**src/rtl/candidate_collector.sv**
```systemverilog
// Purpose : buffers the window coordinates of every positive classifier verdict and streams them out, followed by one per-frame summary record.
// Latency : 1 cycle from inspect_done to o_valid, because the FIFO is first-word fall-through.
// Backpressure: out_ready low holds the head record stable; a candidate that arrives with the FIFO full and no pop is dropped and sets the sticky overflow flag.
//
// Ports:
//   clk_fpga, reset_fpga_n     : clock, asynchronous active-low reset (release is resynchronised internally)
//   frame_start, frame_end     : frame boundary pulses
//   inspect_done, candidate    : classifier verdict strobe and result
//   resize_x, resize_y         : window coordinates, sampled with inspect_done
//   out_ready / o_valid        : output handshake
//   o_x, o_y, o_last           : record payload; the summary record carries {count, overflow}
//   o_overflow, o_busy         : sticky drop flag, FSM-not-idle
// Optional feature: `define CANDIDATE_MERGE_EN suppresses candidates within MERGE_DIST of the last accepted one.
module candidate_collector #(
    parameter int DATA_WIDTH_12 = 12,
    parameter int FIFO_DEPTH    = 16,
    parameter int MERGE_DIST    = 2
) (
    input  logic                     clk_fpga,
    input  logic                     reset_fpga_n,
    input  logic                     frame_start,
    input  logic                     frame_end,
    input  logic                     inspect_done,
    input  logic                     candidate,
    input  logic [DATA_WIDTH_12-1:0] resize_x,
    input  logic [DATA_WIDTH_12-1:0] resize_y,
    input  logic                     out_ready,
    output logic                     o_valid,
    output logic [DATA_WIDTH_12-1:0] o_x,
    output logic [DATA_WIDTH_12-1:0] o_y,
    output logic                     o_last,
    output logic                     o_overflow,
    output logic                     o_busy
);

    localparam int W  = DATA_WIDTH_12;
    localparam int AW = $clog2(FIFO_DEPTH);
    localparam logic [W-1:0]  CNT_MAX = '1;
    localparam logic [AW:0]   OCC_FULL = (AW+1)'(FIFO_DEPTH);

    typedef enum logic [1:0] {IDLE, COLLECT, DRAIN, SUMMARY} state_t;

    // Reset asserts immediately and releases on a clock edge, so every flop
    // leaves reset in the same cycle.
    logic [1:0] rst_sync;
    logic       rst_n;

    always_ff @(posedge clk_fpga or negedge reset_fpga_n) begin
        if (!reset_fpga_n) rst_sync <= 2'b00;
        else               rst_sync <= {rst_sync[0], 1'b1};
    end
    assign rst_n = rst_sync[1];

    state_t          state;
    logic [2*W-1:0]  mem [FIFO_DEPTH];
    logic [AW-1:0]   wr_ptr, rd_ptr;
    logic [AW:0]     occ;
    logic [W-1:0]    count;
    logic            overflow;

    logic fifo_empty, fifo_full, stream_vld, pop;
    logic push_req, push, drop, merge_hit;

    assign fifo_empty = (occ == '0);
    assign fifo_full  = (occ == OCC_FULL);
    assign stream_vld = ((state == COLLECT) || (state == DRAIN)) && !fifo_empty;
    assign pop        = stream_vld && out_ready;

    // frame_start wins over a same-cycle verdict, so the flushed FIFO does
    // not receive a leftover entry from the abandoned frame.
    assign push_req = (state == COLLECT) && inspect_done && candidate && !frame_start && !merge_hit;
    // A full FIFO still accepts a push when the head leaves in the same cycle.
    assign push     = push_req && (!fifo_full || pop);
    assign drop     = push_req && fifo_full && !pop;

`ifdef CANDIDATE_MERGE_EN
    localparam logic [W-1:0] MERGE_LIM = W'(MERGE_DIST);

    logic [W-1:0] last_x, last_y;
    logic         last_vld;

    function automatic logic [W-1:0] abs_diff(input logic [W-1:0] a, input logic [W-1:0] b);
        return (a >= b) ? (a - b) : (b - a);
    endfunction

    assign merge_hit = last_vld
                    && (abs_diff(resize_x, last_x) <= MERGE_LIM)
                    && (abs_diff(resize_y, last_y) <= MERGE_LIM);

    // Reference coordinate follows accepted pushes only; dropped or merged
    // candidates never become the reference.
    always_ff @(posedge clk_fpga or negedge rst_n) begin
        if (!rst_n) begin
            last_x   <= '0;
            last_y   <= '0;
            last_vld <= 1'b0;
        end else if (frame_start) begin
            last_vld <= 1'b0;
        end else if (push) begin
            last_x   <= resize_x;
            last_y   <= resize_y;
            last_vld <= 1'b1;
        end
    end
`else
    logic unused_merge_dist;
    assign unused_merge_dist = ^MERGE_DIST;
    assign merge_hit = 1'b0;
`endif

    // Storage needs no reset: occupancy alone decides what is valid.
    always_ff @(posedge clk_fpga) begin
        if (push) mem[wr_ptr] <= {resize_x, resize_y};
    end

    always_ff @(posedge clk_fpga or negedge rst_n) begin
        if (!rst_n) begin
            state    <= IDLE;
            wr_ptr   <= '0;
            rd_ptr   <= '0;
            occ      <= '0;
            count    <= '0;
            overflow <= 1'b0;
        end else if (frame_start) begin
            // Restart from any state; an in-flight record is abandoned.
            state    <= COLLECT;
            wr_ptr   <= '0;
            rd_ptr   <= '0;
            occ      <= '0;
            count    <= '0;
            overflow <= 1'b0;
        end else begin
            if (push) wr_ptr <= wr_ptr + 1'b1;
            if (pop)  rd_ptr <= rd_ptr + 1'b1;
            case ({push, pop})
                2'b10:   occ <= occ + 1'b1;
                2'b01:   occ <= occ - 1'b1;
                default: occ <= occ;
            endcase
            if (push && (count != CNT_MAX)) count <= count + 1'b1;
            if (drop) overflow <= 1'b1;

            case (state)
                IDLE:    state <= IDLE;
                COLLECT: if (frame_end) state <= DRAIN;
                DRAIN:   if (fifo_empty) state <= SUMMARY;
                SUMMARY: if (out_ready) state <= IDLE;
                default: state <= IDLE;
            endcase
        end
    end

    // Payload is forced to zero whenever no record is offered.
    always_comb begin
        o_x = '0;
        o_y = '0;
        if (state == SUMMARY) begin
            o_x = count;
            o_y = {{(W-1){1'b0}}, overflow};
        end else if (stream_vld) begin
            o_x = mem[rd_ptr][2*W-1:W];
            o_y = mem[rd_ptr][W-1:0];
        end
    end

    assign o_valid    = stream_vld || (state == SUMMARY);
    assign o_last     = (state == SUMMARY);
    assign o_overflow = overflow;
    assign o_busy     = (state != IDLE);

endmodule

```
**config.mk**
```make
export PLATFORM = sky130hd
export DESIGN_NAME = candidate_collector
export DESIGN_NICKNAME = d
export VERILOG_FILES = /design/src/rtl/candidate_collector.sv
export SDC_FILE = /design/constraint.sdc
export NUM_CORES = 1
export LEC_CHECK = 0
export CORE_ASPECT_RATIO = 2
export CORE_MARGIN = 4
export CORE_UTILIZATION = 53
export CTS_BUF_LIST = sky130_fd_sc_hd__clkbuf_8
export CTS_CLUSTER_SIZE = 20
export DETAILED_ROUTE_END_ITERATION = 10
export HOLD_SLACK_MARGIN = 0.1
export PLACE_DENSITY = 0.8
export SYNTH_ARGS = -nofsm -noshare
export SYNTH_HDL_FRONTEND = slang
export SYNTH_SLANG_ARGS = --single-unit
```
**constraint.sdc**
```tcl
create_clock -name clk_fpga -period 2.25 [get_ports clk_fpga]
set_input_delay 0.45 -clock clk_fpga [delete_from_list [all_inputs] [get_ports clk_fpga]]
set_output_delay 0.45 -clock clk_fpga [all_outputs]
set_load 0.02 [all_outputs]
```
==> impl_metrics.csv <==
group,metric,value,unit
detailed_routing,first_pass_iters,5,
synth,synth_top_family_by_area,"multiplexers",
sta,max_clock_freq,337.1,MHz
finish,area_growth,26.53,%
setup_path,cp_max_fo,11,
synth,postSynth.asyncResetShare,0.07246,
detailed_routing,drt_iter0_markers,831,
synth,synthTopCellsByArea,"edfxtp_1, mux4_2, dfrtp_1",
synth,yosys.area_share.adder,0.01102,
clock_network,htreeDepth,2,
setup_path,startpoint_type,"flop",
finish,final_area,20980,um2
clock_network,clockRootBuffer,"clkbuf_8",
sta,hold_viol,0,
clock_network,tritoncts,"done",
detailed_routing,num_vias,9075,
synth,syn_area,16580,um2
power,irDropWorstVdd,0.0006702,V
finish,mostFrequentLayoutCells,"edfxtp_1, mux4_2, buf_4, clkbuf_8, buf_12",
min_path,min_path_type,"reg2async",
global_routing,grt_pass1_vias,9434,
synth,synthFlopType,"edfxtp_1",
global_routing,grt_pass1_wl,57570,um
synth,synth_top_area_share,0.6954,
finish,nFillCells,1827,
detailed_routing,drcViolationCount,0,
global_routing,antenna_found_initial,1,
placed_design,gp_congestion,0.8240,
sta,finalCriticalPeriod,2.966,ns
sta,relSlewSlack,0.5571,
synth,yosys.area_share.simple,0.04173,
sta,tightest_slew,0.6643,ns
die,initial_core_util,0.5374,
synth,muxShareOfSynthArea,0.1572,
setup_path,worstPathArrival,2.52,ns
synth,postSynthNetCount,861,
detailed_routing,routedWlPerCell,27.32,um
sta,layout_setup_ws,-0.7164,ns
placed_design,placed_area,18980,um2
power,total_power,19.07,mW
synth,ys_ff_latch,414,
clock_network,clk_latency,0.60,ns
finish,drive_gt1_frac,0.4130,
clock_network,clk_pin_slew,0.07,ns
sta,drv_slew,0,
die,die_h,258.2,um
synth,yosysSeqAreaShare,0.7407,
finish,post-route-util,0.6800,
setup_path,cp_data_required_time,1.80,ns
setup_path,criticalPathCategory,"reg2out",
detailed_routing,final_antenna_net_count,0,
job,drv_cap,0,
synth,netlist_instances,816,
sta,post-route-period-util,1.318,
clock_network,cts-buffers-inserted,53,
die,core,30860,um2
synth,synth_area_per_cell,20.32,um2
placed_design,portBuffers,58,
placed_design,hpwl,22960,um
global_routing,grt_max_degree,30,
setup_path,critPathCaptureType,"output pin",
die,ios,59,
global_routing,grt_overflow,0,
clock_network,cts.sinks,414,
die,rows,91,
detailed_routing,viasPerCell,6.054,
power,powerDensity,909.1,nW/um2
clock_network,clockBufferDepth,3,
synth,synthXorXnorAreaFrac,0.007923,
die,die_w,133.1,um
sta,rsz0062_at_grt,"true",
synth,synth_edf_count,384,
run_status,outcome,"finished, violations left",
sta,fin_skew,0.02212,ns
power,p_leak,6.953,nW
synth,synth_compound_area_frac,0.02513,
die,dieArea,34350,um2
sta,setup_violations,112,
synth,ys_types,46,
synth,synth_top_area_cell,"edfxtp_1",
global_routing,track_usage,0.2253,
sta,timing.hold.ws,0.2597,ns
synth,yosysWarnings,0,
finish,nNetsFinal,1085,
detailed_routing,wirelength,40960,um
finish,final_common_cell,"edfxtp_1",
run_status,violations,"setup timing",
-- synthesized netlist by cell type (2+ instances only) --
master    number
dfrtp_1       30
buf_6          3
a21oi_1        6
o21ai_0        4
mux2i_1       40
and3_1         8
nand2_2        2
buf_4          6
clkbuf_1      17
a31oi_1        2
o221ai_1      13
mux2_2         4
or3_1          2
nand3b_1       2
o22ai_1        2
inv_1         11
edfxtp_1     384
a21o_1         3
nor2_1        26
and4_1         5
a211oi_1      22
buf_2         15
xor2_1        14
nand3_1       10
and2_1        10
nand4_1       10
nand2b_1       4
nor2b_1       11
nand2_1       26
mux4_2        96
ha_1          13
-- repair_timing --
item / CTS / global route
endpoints found under the setup margin: 421 / 227
setup buffers: 23 / 12
hold buffers: 1 / 0
endpoints found under the hold margin: 2 / 0
pin swaps: 30 / 30
cloned: 5 / 8
resized for setup: 214 / 42
-- cell families after synthesis --
kind of cell    Yosys count
compound gates           55
xor+xnor                 15
fa+ha+maj                14
buf+inv                  54
flops                   414
mux                     140
other cells               1
simple gates            123
-- flip-flops by register name, indices dropped and copies added (netlist names) --
name        flops
wr_ptr          4
occ             5
o_overflow      1
mem           384
state           2
count          12
rst_sync        2
rd_ptr          4
-- area by class of cell --
class | count | area [um2] | share of cell area
flip-flops and latches | 414 | 12290 | 0.5859
multi-input cells | 348 | 4554 | 0.2171
repair buffers | 211 | 2595 | 0.1237
clock buffers | 53 | 729.5 | 0.03477
well taps | 418 | 523.0 | 0.02493
clock inverters | 42 | 234.0 | 0.01115
inverters | 12 | 50.05 | 0.002385
diodes | 1 | 2.502 | 0.0001193
-- per-stage QoR --
step	std cells	TNS [ns]	setup slack, ns
final	1499	-18.16	-0.7164
after CTS	1480	-15.29	-0.6892
after detailed placement	1360	-102.19	-0.5796
after floorplan	816	-0.5765	-0.05812
after global placement	1360	-94.63	-0.5848
after global routing	1499	-23.86	-0.7916
-- layer usage --
layer | global-route usage | part of all wire | vias to the layer above
li1 | - | - | 3800
met1 | 0.2691 | 0.34 | 4777
met2 | 0.4197 | 0.56 | 407
met3 | 0.02593 | 0.060 | 91
met4 | 0.07717 | 0.037 | 0
met5 | 0 | 0 | -
-- path summary, 6_finish.rpt --
kind,startpoint,end,slack [ns],cells after the start
setup / recovery,rd_ptr[1],o_x[9],-0.72,6
hold / removal,rst_sync[1],occ[1],0.26,0
setup reg to reg,occ[3],occ[4],-0.08,11
hold reg to reg,rst_sync[1],occ[1],0.26,0
max in group asynchronous,rst_sync[1],state[0],1.41,1
min in group clk_fpga,rst_sync[0],rst_sync[1],0.36,0
-- worst max-delay path: stages, from the launching register on --
cell	delay, ns
dfrtp_4	0.53
buf_12	0.19
mux4_2	0.53
mux2i_1	0.21
buf_4	0.15
o221ai_2	0.11
buf_4	0.18
-- power by group --
part,total [mW],switching [mW],internal [mW]
clock,5.09,2.65,2.44
combinational,5.37,2.67,2.69
sequential,8.62,0.108,8.51
total,19.1,5.43,13.6
No activity file was read; power rests on OpenSTA's default activity.
